File: src/rtl/memory_bus_pkg.sv
// Shared constants and helpers for the memory bus arbiter: channel-index sizing
// and the widths of the optional statistics counters.
package memory_bus_pkg;

  localparam int MAX_MASTERS       = 16;
  localparam int GRANT_COUNT_WIDTH = 32;
  localparam int DROP_COUNT_WIDTH  = 16;
  localparam logic [DROP_COUNT_WIDTH-1:0] DROP_COUNT_MAX = 16'hFFFF;

  // Wide enough for any legal channel index.
  typedef logic [$clog2(MAX_MASTERS)-1:0] chan_idx_t;

  // Bits needed to index MASTERS channels, never below one.
  function automatic int chan_index_width(input int masters);
    return (masters > 1) ? $clog2(masters) : 1;
  endfunction

endpackage

File: src/rtl/memory_bus_if.sv
// MemoryBus: ms* carries requests master->slave, sm* carries responses back,
// each channel with its own valid/taken handshake.
interface MemoryBus #(
  parameter int DATA_WIDTH      = 24,
  parameter int ADDRESS_WIDTH   = 32,
  parameter int MASTER_ID_WIDTH = 8
);

  logic [MASTER_ID_WIDTH-1:0] msID;
  logic [ADDRESS_WIDTH-1:0]   msAddress;
  logic [DATA_WIDTH-1:0]      msData;
  logic                       msWrite;
  logic                       msValid;
  logic                       msTaken;

  logic [MASTER_ID_WIDTH-1:0] smID;
  logic [DATA_WIDTH-1:0]      smData;
  logic                       smValid;
  logic                       smTaken;

  modport master (
    output msID, msAddress, msData, msWrite, msValid,
    input  msTaken,
    input  smID, smData, smValid,
    output smTaken
  );

  modport slave (
    input  msID, msAddress, msData, msWrite, msValid,
    output msTaken,
    output smID, smData, smValid,
    input  smTaken
  );

endinterface

File: src/rtl/rr_arbiter.sv
// Round-robin selector: picks the first requester strictly after ptr, wrapping,
// and returns it both one-hot and as an index.
module rr_arbiter #(
  parameter int N  = 4,
  parameter int IW = 2
) (
  input  logic [N-1:0]  req,
  input  logic          en,
  input  logic [IW-1:0] ptr,
  output logic [N-1:0]  grant,
  output logic [IW-1:0] idx,
  output logic          found
);

  logic [IW-1:0] cand_s;
  logic          hit_s;

  // Scan N candidates starting one past the pointer; first hit wins.
  always_comb begin
    grant  = '0;
    idx    = '0;
    found  = 1'b0;
    cand_s = '0;
    hit_s  = 1'b0;
    for (int k = 1; k <= N; k++) begin
      cand_s        = IW'((int'(ptr) + k) % N);
      hit_s         = en && !found && req[cand_s];
      grant[cand_s] = grant[cand_s] | hit_s;
      idx           = hit_s ? cand_s : idx;
      found         = found | hit_s;
    end
  end

endmodule

File: src/rtl/memory_bus_arbiter.sv
// Funnels MASTERS request channels onto one MemoryBus master port through a
// single register slot, and routes responses back by master ID.
// Optional statistics counters: define MEMORY_BUS_ARBITER_STATS_EN.
module memory_bus_arbiter
  import memory_bus_pkg::*;
#(
  parameter int MASTERS         = 4,
  parameter int DATA_WIDTH      = 24,
  parameter int ADDRESS_WIDTH   = 32,
  parameter int MASTER_ID_WIDTH = 8,
  parameter int BASE_ID         = 0
) (
  input  logic                                    clock,
  input  logic                                    reset,
  input  logic                                    flush,
  input  logic [MASTERS-1:0][ADDRESS_WIDTH-1:0]   upAddress,
  input  logic [MASTERS-1:0][DATA_WIDTH-1:0]      upData,
  input  logic [MASTERS-1:0]                      upWrite,
  input  logic [MASTERS-1:0]                      upValid,
  output logic [MASTERS-1:0]                      upTaken,
  output logic [MASTERS-1:0][DATA_WIDTH-1:0]      upRespData,
  output logic [MASTERS-1:0]                      upRespValid,
  input  logic [MASTERS-1:0]                      upRespTaken,
`ifdef MEMORY_BUS_ARBITER_STATS_EN
  output logic [MASTERS-1:0][GRANT_COUNT_WIDTH-1:0] grantCount,
  output logic [DROP_COUNT_WIDTH-1:0]             dropCount,
`endif
  MemoryBus.master                                bus
);

  localparam int IW = chan_index_width(MASTERS);
  localparam logic [IW-1:0]              LAST_CHAN  = IW'(MASTERS - 1);
  localparam logic [MASTER_ID_WIDTH-1:0] BASE_ID_W  = MASTER_ID_WIDTH'(BASE_ID);
  localparam logic [MASTER_ID_WIDTH:0]   MASTERS_W  = (MASTER_ID_WIDTH + 1)'(MASTERS);

  logic                       slot_valid_r;
  logic [MASTER_ID_WIDTH-1:0] slot_id_r;
  logic [ADDRESS_WIDTH-1:0]   slot_addr_r;
  logic [DATA_WIDTH-1:0]      slot_data_r;
  logic                       slot_write_r;
  logic [IW-1:0]              ptr_r;

  logic                       accept_s;
  logic                       arb_en_s;
  logic [MASTERS-1:0]         grant_s;
  logic [IW-1:0]              grant_idx_s;
  logic                       grant_any_s;

  logic [MASTER_ID_WIDTH-1:0] resp_off_s;
  logic                       resp_hit_s;
  logic [IW-1:0]              resp_idx_s;

  // The slot takes a new request when empty or draining this very cycle;
  // grants are suppressed while in reset or flushing.
  assign accept_s = !slot_valid_r || bus.msTaken;
  assign arb_en_s = accept_s && !flush && reset;

  rr_arbiter #(
    .N  (MASTERS),
    .IW (IW)
  ) u_rr (
    .req   (upValid),
    .en    (arb_en_s),
    .ptr   (ptr_r),
    .grant (grant_s),
    .idx   (grant_idx_s),
    .found (grant_any_s)
  );

  assign upTaken = grant_s;

  // Request slot and round-robin pointer; pointer moves only on a grant.
  always_ff @(posedge clock or negedge reset) begin
    if (!reset) begin
      slot_valid_r <= 1'b0;
      slot_id_r    <= '0;
      slot_addr_r  <= '0;
      slot_data_r  <= '0;
      slot_write_r <= 1'b0;
      ptr_r        <= LAST_CHAN;
    end else if (flush) begin
      slot_valid_r <= 1'b0;
      ptr_r        <= LAST_CHAN;
    end else if (accept_s) begin
      slot_valid_r <= grant_any_s;
      if (grant_any_s) begin
        ptr_r        <= grant_idx_s;
        slot_id_r    <= BASE_ID_W + MASTER_ID_WIDTH'(grant_idx_s);
        slot_addr_r  <= upAddress[grant_idx_s];
        slot_data_r  <= upData[grant_idx_s];
        slot_write_r <= upWrite[grant_idx_s];
      end else begin
        ptr_r <= ptr_r;
      end
    end else begin
      slot_valid_r <= slot_valid_r;
    end
  end

  assign bus.msValid   = slot_valid_r;
  assign bus.msID      = slot_id_r;
  assign bus.msAddress = slot_addr_r;
  assign bus.msData    = slot_data_r;
  assign bus.msWrite   = slot_write_r;

  // Response routing; IDs below BASE_ID wrap high and so fall out of range.
  assign resp_off_s = bus.smID - BASE_ID_W;
  assign resp_hit_s = ({1'b0, resp_off_s} < MASTERS_W);
  assign resp_idx_s = resp_off_s[IW-1:0];
  assign upRespData = {MASTERS{bus.smData}};

  // Steer valid to the addressed channel and its taken back; drop strays.
  always_comb begin
    upRespValid = '0;
    bus.smTaken = 1'b1;
    if (resp_hit_s) begin
      upRespValid[resp_idx_s] = bus.smValid;
      bus.smTaken             = upRespTaken[resp_idx_s];
    end else begin
      upRespValid = '0;
      bus.smTaken = 1'b1;
    end
  end

`ifdef MEMORY_BUS_ARBITER_STATS_EN
  logic [MASTERS-1:0][GRANT_COUNT_WIDTH-1:0] grant_count_r;
  logic [DROP_COUNT_WIDTH-1:0]               drop_count_r;
  logic                                      drop_s;

  assign drop_s = bus.smValid && !resp_hit_s;

  // Grant counters wrap; the drop counter sticks at its maximum.
  always_ff @(posedge clock or negedge reset) begin
    if (!reset) begin
      grant_count_r <= '0;
      drop_count_r  <= '0;
    end else if (flush) begin
      grant_count_r <= '0;
      drop_count_r  <= '0;
    end else begin
      for (int i = 0; i < MASTERS; i++) begin
        if (grant_s[i]) begin
          grant_count_r[i] <= grant_count_r[i] + 32'd1;
        end else begin
          grant_count_r[i] <= grant_count_r[i];
        end
      end
      if (drop_s && (drop_count_r != DROP_COUNT_MAX)) begin
        drop_count_r <= drop_count_r + 16'd1;
      end else begin
        drop_count_r <= drop_count_r;
      end
    end
  end

  assign grantCount = grant_count_r;
  assign dropCount  = drop_count_r;
`endif

endmodule

File: src/flat_wrapper.sv
// flat-port wrapper written by rule: the top's interface ports become plain ports
module memory_bus_arbiter_flat import memory_bus_pkg::*;
#(
  parameter int MASTERS         = 4,
  parameter int DATA_WIDTH      = 24,
  parameter int ADDRESS_WIDTH   = 32,
  parameter int MASTER_ID_WIDTH = 8,
  parameter int BASE_ID         = 0
)
  (clock, reset, flush, upAddress, upData, upWrite, upValid, upTaken, upRespData, upRespValid, upRespTaken, bus_msID, bus_msAddress, bus_msData, bus_msWrite, bus_msValid, bus_msTaken, bus_smID, bus_smData, bus_smValid, bus_smTaken);
  MemoryBus #(.DATA_WIDTH(DATA_WIDTH), .ADDRESS_WIDTH(ADDRESS_WIDTH), .MASTER_ID_WIDTH(MASTER_ID_WIDTH)) bus_i ();
  input  logic clock;
  input  logic reset;
  input  logic flush;
  input  logic [MASTERS-1:0][ADDRESS_WIDTH-1:0] upAddress;
  input  logic [MASTERS-1:0][DATA_WIDTH-1:0] upData;
  input  logic [MASTERS-1:0] upWrite;
  input  logic [MASTERS-1:0] upValid;
  output logic [MASTERS-1:0] upTaken;
  output logic [MASTERS-1:0][DATA_WIDTH-1:0] upRespData;
  output logic [MASTERS-1:0] upRespValid;
  input  logic [MASTERS-1:0] upRespTaken;
  output wire logic [$bits(bus_i.msID)-1:0] bus_msID;
  output wire logic [$bits(bus_i.msAddress)-1:0] bus_msAddress;
  output wire logic [$bits(bus_i.msData)-1:0] bus_msData;
  output wire logic [$bits(bus_i.msWrite)-1:0] bus_msWrite;
  output wire logic [$bits(bus_i.msValid)-1:0] bus_msValid;
  input wire logic [$bits(bus_i.msTaken)-1:0] bus_msTaken;
  input wire logic [$bits(bus_i.smID)-1:0] bus_smID;
  input wire logic [$bits(bus_i.smData)-1:0] bus_smData;
  input wire logic [$bits(bus_i.smValid)-1:0] bus_smValid;
  output wire logic [$bits(bus_i.smTaken)-1:0] bus_smTaken;
  assign bus_msID = bus_i.msID;
  assign bus_msAddress = bus_i.msAddress;
  assign bus_msData = bus_i.msData;
  assign bus_msWrite = bus_i.msWrite;
  assign bus_msValid = bus_i.msValid;
  assign bus_i.msTaken = bus_msTaken;
  assign bus_i.smID = bus_smID;
  assign bus_i.smData = bus_smData;
  assign bus_i.smValid = bus_smValid;
  assign bus_smTaken = bus_i.smTaken;
  memory_bus_arbiter #(.MASTERS(MASTERS), .DATA_WIDTH(DATA_WIDTH), .ADDRESS_WIDTH(ADDRESS_WIDTH), .MASTER_ID_WIDTH(MASTER_ID_WIDTH), .BASE_ID(BASE_ID)) u_core (.clock(clock), .reset(reset), .flush(flush), .upAddress(upAddress), .upData(upData), .upWrite(upWrite), .upValid(upValid), .upTaken(upTaken), .upRespData(upRespData), .upRespValid(upRespValid), .upRespTaken(upRespTaken), .bus(bus_i));
endmodule
File: config.mk
export PLATFORM = sky130hd
export DESIGN_NAME = memory_bus_arbiter_flat
export DESIGN_NICKNAME = d
export VERILOG_FILES = /design/src/rtl/memory_bus_pkg.sv /design/src/rtl/memory_bus_if.sv /design/src/rtl/rr_arbiter.sv /design/src/rtl/memory_bus_arbiter.sv /design/src/flat_wrapper.sv
export SDC_FILE = /design/constraint.sdc
export NUM_CORES = 1
export LEC_CHECK = 0
export ABC_AREA = 1
export BUFFER_PORTS_ARGS = -buffer_cell sky130_fd_sc_hd__buf_2
export CAP_MARGIN = 25
export CORE_AREA = 3 3 174 176
export CTS_CLUSTER_SIZE = 14
export DETAILED_ROUTE_END_ITERATION = 8
export DIE_AREA = 0 0 177 179
export GPL_TIMING_DRIVEN = 0
export PLACE_DENSITY = 0.49
export SLEW_MARGIN = 20
export SYNTH_ARGS = -nofsm -noshare
export SYNTH_HDL_FRONTEND = slang
export SYNTH_SLANG_ARGS = --single-unit
File: constraint.sdc
create_clock -name clock -period 3.3 [get_ports clock]
set_clock_uncertainty 0.1 [all_clocks]
set_input_delay 0 -clock clock [delete_from_list [all_inputs] [get_ports clock]]
set_output_delay 0 -clock clock [all_outputs]
set_load 0.01 [all_outputs]
[Word level (Yosys, flattened, before mapping)]
Cells that the tools add are included.
Word-level totals
  bits in registers: 62
  input port bits: 273
  word-level logic and storage cells: 104
Cells by class
  $add $sub $neg: 4
  $lt $le $gt $ge: 12
  mux-type cells: 48
  bitwise gates (word level): 10
  reduce and logical (&&, ||, !) cells: 24
Operator list (count)
  32-bit binary-select mux with 2-bit select: 1
  24-bit binary-select mux with 2-bit select: 1
  32-bit 2-to-1 mux: 1
  24-bit 2-to-1 mux: 1
  1-bit binary-select mux with 2-bit select: 10
  2-bit by 3-bit < comparator with 1-bit output (second input constant): 6
  1-bit 2-to-1 mux: 18
  1-bit logical AND: 14
  2-bit 2-to-1 mux: 7
  4-bit bitwise mux: 3
  1-bit demux with 2-bit select: 5
  2-bit by 1-bit >= comparator with 1-bit output (second input constant): 5
  4-bit AND: 2
  8-bit by 3-bit < comparator with 1-bit output (second input constant): 1
  1-bit OR: 7
  1-bit logical NOT: 5
  2-bit by 1-bit adder with 2-bit output (second input constant): 2
  2-bit adder (second input constant): 2
  4-bit 2-to-1 mux: 1
  2-bit nonzero test: 2
  3-bit AND reduction: 1
  2-bit AND reduction: 1
  1-bit logical OR: 1
  1-bit NOT: 1

[Longest topological paths before layout]
  depth after elaboration: 20
  depth in mapped cells: 20
  gate-level depth less buffers: 19

[Cells and area by module]
A second synthesis with hierarchy kept.
Unflattened totals
  cells, all modules: 1166
  area total of the unflattened synthesis: 6510.0 µm²
Modules (own cells, without submodules)
  memory_bus_arbiter: times used 1, cells an instance 1057, area an instance 5954.5 µm²
  rr_arbiter: times used 1, cells an instance 109, area an instance 555.5 µm²

[Worst setup path after synthesis]
Ideal clock, no wire load.
  path type: reg2reg
  start: register u_core.ptr_r[0]
  end: register u_core.slot_addr_r[28] (netlist: u_core.bus.msAddress[28])
  library setup time: 0.139 ns
  arrival time: 2.728 ns
  slack: 0.333 ns
  cell stages (with the launch flop): 19
  cell sequence: dfstp_2 inv_2 buf_6 ha_1 inv_1 nand3_2 nand2_2 nor2_4 nand3_4 nand4_4 nand3_2 nor2_4 nand2_1 nand2_2 inv_2 buf_4 buf_2 o21ai_0 a31oi_1
On the way
  longest elaborated chain between the ends: 18
  elaborated cells on any way between the ends: 32
RTL lines
  start, declared: RTL line memory_bus_arbiter.sv:41  | logic [IW-1:0] ptr_r;
  start signal, assigned: RTL line memory_bus_arbiter.sv:87  | ptr_r <= grant_idx_s;
  start signal, assigned: RTL line memory_bus_arbiter.sv:93  | ptr_r <= ptr_r;
  2-bit by 1-bit adder with 2-bit output: RTL line rr_arbiter.sv:26  | cand_s = IW'((int'(ptr) + k) % N);
  1-bit binary-select mux with 2-bit select: RTL line rr_arbiter.sv:27  | hit_s = en && !found && req[cand_s];
  1-bit 2-to-1 mux (implied by the code): RTL line rr_arbiter.sv:27
  1-bit logical AND: RTL line rr_arbiter.sv:27
  1-bit logical NOT: RTL line rr_arbiter.sv:27
  1-bit logical AND (2 in series): RTL line rr_arbiter.sv:27
  1-bit OR: RTL line rr_arbiter.sv:30  | found = found | hit_s;
  1-bit logical NOT: RTL line rr_arbiter.sv:27
  1-bit logical AND (2 in series): RTL line rr_arbiter.sv:27
  1-bit OR: RTL line rr_arbiter.sv:30
  1-bit logical NOT: RTL line rr_arbiter.sv:27
  1-bit logical AND (2 in series): RTL line rr_arbiter.sv:27
  2-bit 2-to-1 mux: RTL line rr_arbiter.sv:29  | idx = hit_s ? cand_s : idx;
  32-bit binary-select mux with 2-bit select: RTL line memory_bus_arbiter.sv:89  | slot_addr_r <= upAddress[grant_idx_s];
  32-bit 2-to-1 mux (implied by the code): RTL line memory_bus_arbiter.sv:89
  end signal, assigned: RTL line memory_bus_arbiter.sv:89
  end, declared: RTL line memory_bus_arbiter.sv:38  | logic [ADDRESS_WIDTH-1:0] slot_addr_r;
Parallel ways exist; a longest one is shown, timed or not. The select of a mux whose other input is x is not followed.
A chain may end at the register's enable or synchronous reset.

[Final worst setup path]
  start: register u_core.ptr_r[0]
  end: register u_core.slot_data_r[19] (netlist: u_core.bus.msData[19])
On the way
  longest elaborated chain between the ends: 18
  elaborated cells on any way between the ends: 32
RTL lines
  2-bit by 1-bit adder with 2-bit output: RTL line rr_arbiter.sv:26
  1-bit binary-select mux with 2-bit select: RTL line rr_arbiter.sv:27
  1-bit 2-to-1 mux (implied by the code): RTL line rr_arbiter.sv:27
  1-bit logical AND: RTL line rr_arbiter.sv:27
  1-bit logical NOT: RTL line rr_arbiter.sv:27
  1-bit logical AND (2 in series): RTL line rr_arbiter.sv:27
  1-bit OR: RTL line rr_arbiter.sv:30
  1-bit logical NOT: RTL line rr_arbiter.sv:27
  1-bit logical AND (2 in series): RTL line rr_arbiter.sv:27
  1-bit OR: RTL line rr_arbiter.sv:30
  1-bit logical NOT: RTL line rr_arbiter.sv:27
  1-bit logical AND (2 in series): RTL line rr_arbiter.sv:27
  2-bit 2-to-1 mux: RTL line rr_arbiter.sv:29
  24-bit binary-select mux with 2-bit select: RTL line memory_bus_arbiter.sv:90  | slot_data_r <= upData[grant_idx_s];
  24-bit 2-to-1 mux (implied by the code): RTL line memory_bus_arbiter.sv:90
  end signal, assigned: RTL line memory_bus_arbiter.sv:90
  end, declared: RTL line memory_bus_arbiter.sv:39  | logic [DATA_WIDTH-1:0] slot_data_r;
Parallel ways exist; a longest one is shown, timed or not. The select of a mux whose other input is x is not followed.

==> metrics <==
initial antenna violation count=4; Final period util=0.9514; part of the power in registers=0.180; Final TNS setup=0 ps; Routed WL per cell=17.23 um; Leak=5.269 nW; Post-Route WL=30.87 mm; hpwl dp=22.94 mm; Psw=3.585 mW; DP Worst Slack=-711.8 ps; Final Non-Filler Cells=1791; Worst Path Required=3440 ps; fin crit period=3139 ps; status=complete, no violations; worst r2r path cells=18; largest area contributor in the netlist=dfrtp_1; maximum VDD drop=0.2397 mV; XOR/XNOR share of the synthesized area=0; DR vias/cell=4.275; antenna viol nets, final=0; Critical Path Max Stage Delay=560 ps; Setup WS post-layout=160.5 ps; reg2reg end=u_core.bus.msData[19]; Compound-Gate Fraction of Synth Area=0.2704; Ports=444; Logic pwr share=0.674; number of global-route vias before repair=7926; worst skew pair latency=330 ps; top post-synthesis cells by area=dfrtp_1 28%, buf_4 15%, nor2_1 12%, o21ai_1 8.2%, o21bai_1 7.9%; Worst setup SP type=flop; CP Cell Sequence=inv_2 -> buf_6 -> ha_4 -> inv_4 -> nand3_2 -> nand2_4 -> nor2_4 -> nand3_4 -> nand4_4 -> nand3_4 -> nor2_4 -> inv_2 -> o21ai_4 -> buf_6 -> buf_6 -> o21ai_1 -> o21bai_1 -> a31oi_1; Pwr Density=713.7 nW/um^2; DR iter-0 viols=228; synthesized flop and latch total=62; DRC violations left=0; Syn Area/Cell=7.056 um^2; Ys Warns=0; WHS Endpoint=u_core.bus.msAddress[7]; worst-path fanout max=11; Rel. slew slack=0.6279; FF-to-FF Start=u_core.ptr_r[0]; Reg clk slew, reported paths=60 ps; core area=28780 um^2; largest net degree at the start of global routing=33; sequential fraction of the synthesis area=0.2933; Final #Nets=1676; Die Span X=177 um; starting density of the core=0.1841; Area Overhead vs Synth=100.3%; Placed Cells=1554; Synth top area share=0.2834; Hold Path Cell Cnt=4; largest family of logic cells by synthesized area=compound AO/OA/AOI/OAI gates; fin. max-slew vios=0; Placer Congestion=0.8452; total grt overflow=0; All-Layer GR Usage=0.1826; crit end category=flop; Syn Inst Count=751; Worst Tran Pin Value=558.1 ps; Pre-Repair DR Iteration Count=4; CTS H-tree depth=3; CTS sink cnt=62; input/output buffers=413; Clock Power Share=0.146; die area=31680 um^2; final setup violation count=0; CP max-delay cell=dfstp_2; Fillers=3059; row count=62; Max-Cap Viols=0; Post-Synth Adder-Cell Area=0.009445; Setup Crit Path Kind=flop to flop; CTS tree=done; total CTS buffers=9; CP most frequent cell=buf_6; Via Count=7657; Int Pwr=3.989 mW; Sw Ratio=0.4733; Mapped Area=5299 um^2; multiplexer share of the synthesized area=0.001889; Max clock buf depth=2; reg-to-reg setup timing slack=160 ps; Worst Hold Launch=upAddress[103]; synth unique cells=33; final hold vios=0; crit path DAT=3280 ps; root buffer cell=clkbuf_16; first-pass GRT wire length=44.55 mm; fraction of layout cells with a size suffix above 1=0.4409; Hold WC Path Type=input pin to flop; Die H=179 um; Max Fclk=318.5 MHz; Simple-Gate Fraction of Synth Area=0.2187
worst max-delay path by stage:
| stage | start | endpoint | slack (ps) | depth (start not counted) |
|---|---|---|---|---|
| CTS | u_core.ptr_r[0] | u_core.bus.msData[19] | 60 | 18 |
| global route | u_core.ptr_r[0] | u_core.bus.msData[12] | -20 | 18 |
| finish | u_core.ptr_r[0] | u_core.bus.msData[19] | 160 | 18 |
| global placement | reset | u_core.bus.msAddress[20] | -1030 | 14 |
| detailed placement | u_core.ptr_r[1] | u_core.bus.msAddress[20] | -710 | 15 |
| floorplan | u_core.ptr_r[0] | u_core.bus.msAddress[28] | 330 | 18 |
critical path: cells and delay by family, from the launching register on:
family	cells	cell delay, ps
buffers and inverters	6	630
and+or+nand+nor	7	770
adders and majority gates	1	300
DFF	1	560
AOI/OAI and AO/OA	4	670
kinds of logic (layout without fill, tap and decap cells):
family                   count (synthesis)  count (layout)
buffers and inverters                  172             820
AND/OR/NAND/NOR                        272             272
other                                    1               9
AO/OA/AOI/OAI                          239             239
flip-flops                              62              62
adder cells (fa/ha/maj)                  4               4
multiplexers                             1               1
cell type report:
| class | instances | area, um^2 | share of cell area |
|---|---|---|---|
| plain buffers | 152 | 1147 | 0.1081 |
| clock inverters | 3 | 65.06 | 0.006131 |
| flip-flops and latches | 62 | 1554 | 0.1464 |
| inverters | 20 | 83.83 | 0.007899 |
| well taps | 384 | 480.5 | 0.04527 |
| multi-input cells | 522 | 2740 | 0.2582 |
| repair buffers | 632 | 4264 | 0.4018 |
| clock buffers | 13 | 270.3 | 0.02547 |
| diodes | 3 | 7.507 | 0.0007074 |
cells in the mapped netlist, drive strengths merged:
| cell type | instances |
|---|---|
| a31oi | 57 |
| buf | 131 |
| clkbuf | 21 |
| conb | 1 |
| dfrtp | 60 |
| dfstp | 2 |
| ha | 4 |
| inv | 20 |
| mux2i | 1 |
| nand2 | 44 |
| nand3 | 35 |
| nand4 | 5 |
| nor2 | 179 |
| nor3 | 6 |
| o2111ai | 1 |
| o211ai | 4 |
| o21ai | 121 |
| o21bai | 56 |
| or2 | 2 |
| or4 | 1 |
power groups by stage:
stage                     clock network (mW)  registers, mW  logic [mW]
after global placement                     0           1.38        4.52
after detailed placement                   0           1.39        4.55
after floorplan                            0           1.55        2.62
after CTS                               1.15           1.37        5.05
final                                   1.10           1.37        5.10
after global routing                    1.18           1.42        5.64
state kept, by name, indices dropped and copies added, names as in the netlist:
name / count
u_core.bus.msAddress: 32
u_core.bus.msValid: 1
u_core.bus.msWrite: 1
u_core.bus.msID: 2
u_core.ptr_r: 2
u_core.bus.msData: 24
timing repair:
action / CTS / global route
setup endpoints to repair: 65 / 61
buffers inserted: 9 / 2
gates resized for setup: 57 / 37
hold buffers: 207 / 0
pin swaps: 6 / 7
endpoints found under the hold margin: 122 / 0
layout by cell type, fill, tap and decap left out, drive strengths merged, types with 4 or more instances in the layout:
| master | synthesis | layout |
|---|---|---|
| nand3 | 35 | 35 |
| o21ai | 121 | 121 |
| nand2 | 44 | 44 |
| buf | 131 | 556 |
| nor3 | 6 | 6 |
| ha | 4 | 4 |
| conb | 1 | 6 |
| clkbuf | 21 | 34 |
| dfrtp | 60 | 60 |
| inv | 20 | 19 |
| dlygate4sd3 | 0 | 207 |
| nor2 | 179 | 179 |
| nand4 | 5 | 5 |
| o21bai | 56 | 56 |
| a31oi | 57 | 57 |
| o211ai | 4 | 4 |
per-layer routing:
metal / routed length (um) / up-vias / track usage / part of all wire
li1: - / 3762 / - / -
met1: 12020 / 3528 / 0.2005 / 0.39
met2: 16460 / 319 / 0.3521 / 0.53
met3: 1893 / 46 / 0.04214 / 0.061
met4: 478 / 2 / 0.04517 / 0.015
met5: 13 / - / 0 / 0.00042
through the flow:
| step | hold slack, ps | utilization | power [mW] | cell area [um^2] |
|---|---|---|---|---|
| 2_1_floorplan | -395.6 | - | 4.168 | 5318 |
| 3_3_place_gp | 86.33 | 0.2733 | 5.904 | 7865 |
| 3_5_place_dp | -114.5 | 0.2741 | 5.942 | 7888 |
| 4_1_cts | 0.5454 | 0.3651 | 7.562 | 10510 |
| 5_1_grt | 8.615 | 0.3685 | 8.236 | 10610 |
| 6_report | 11.70 | 0.3688 | 7.574 | 10610 |
No activity file was read; power rests on OpenSTA's default activity.
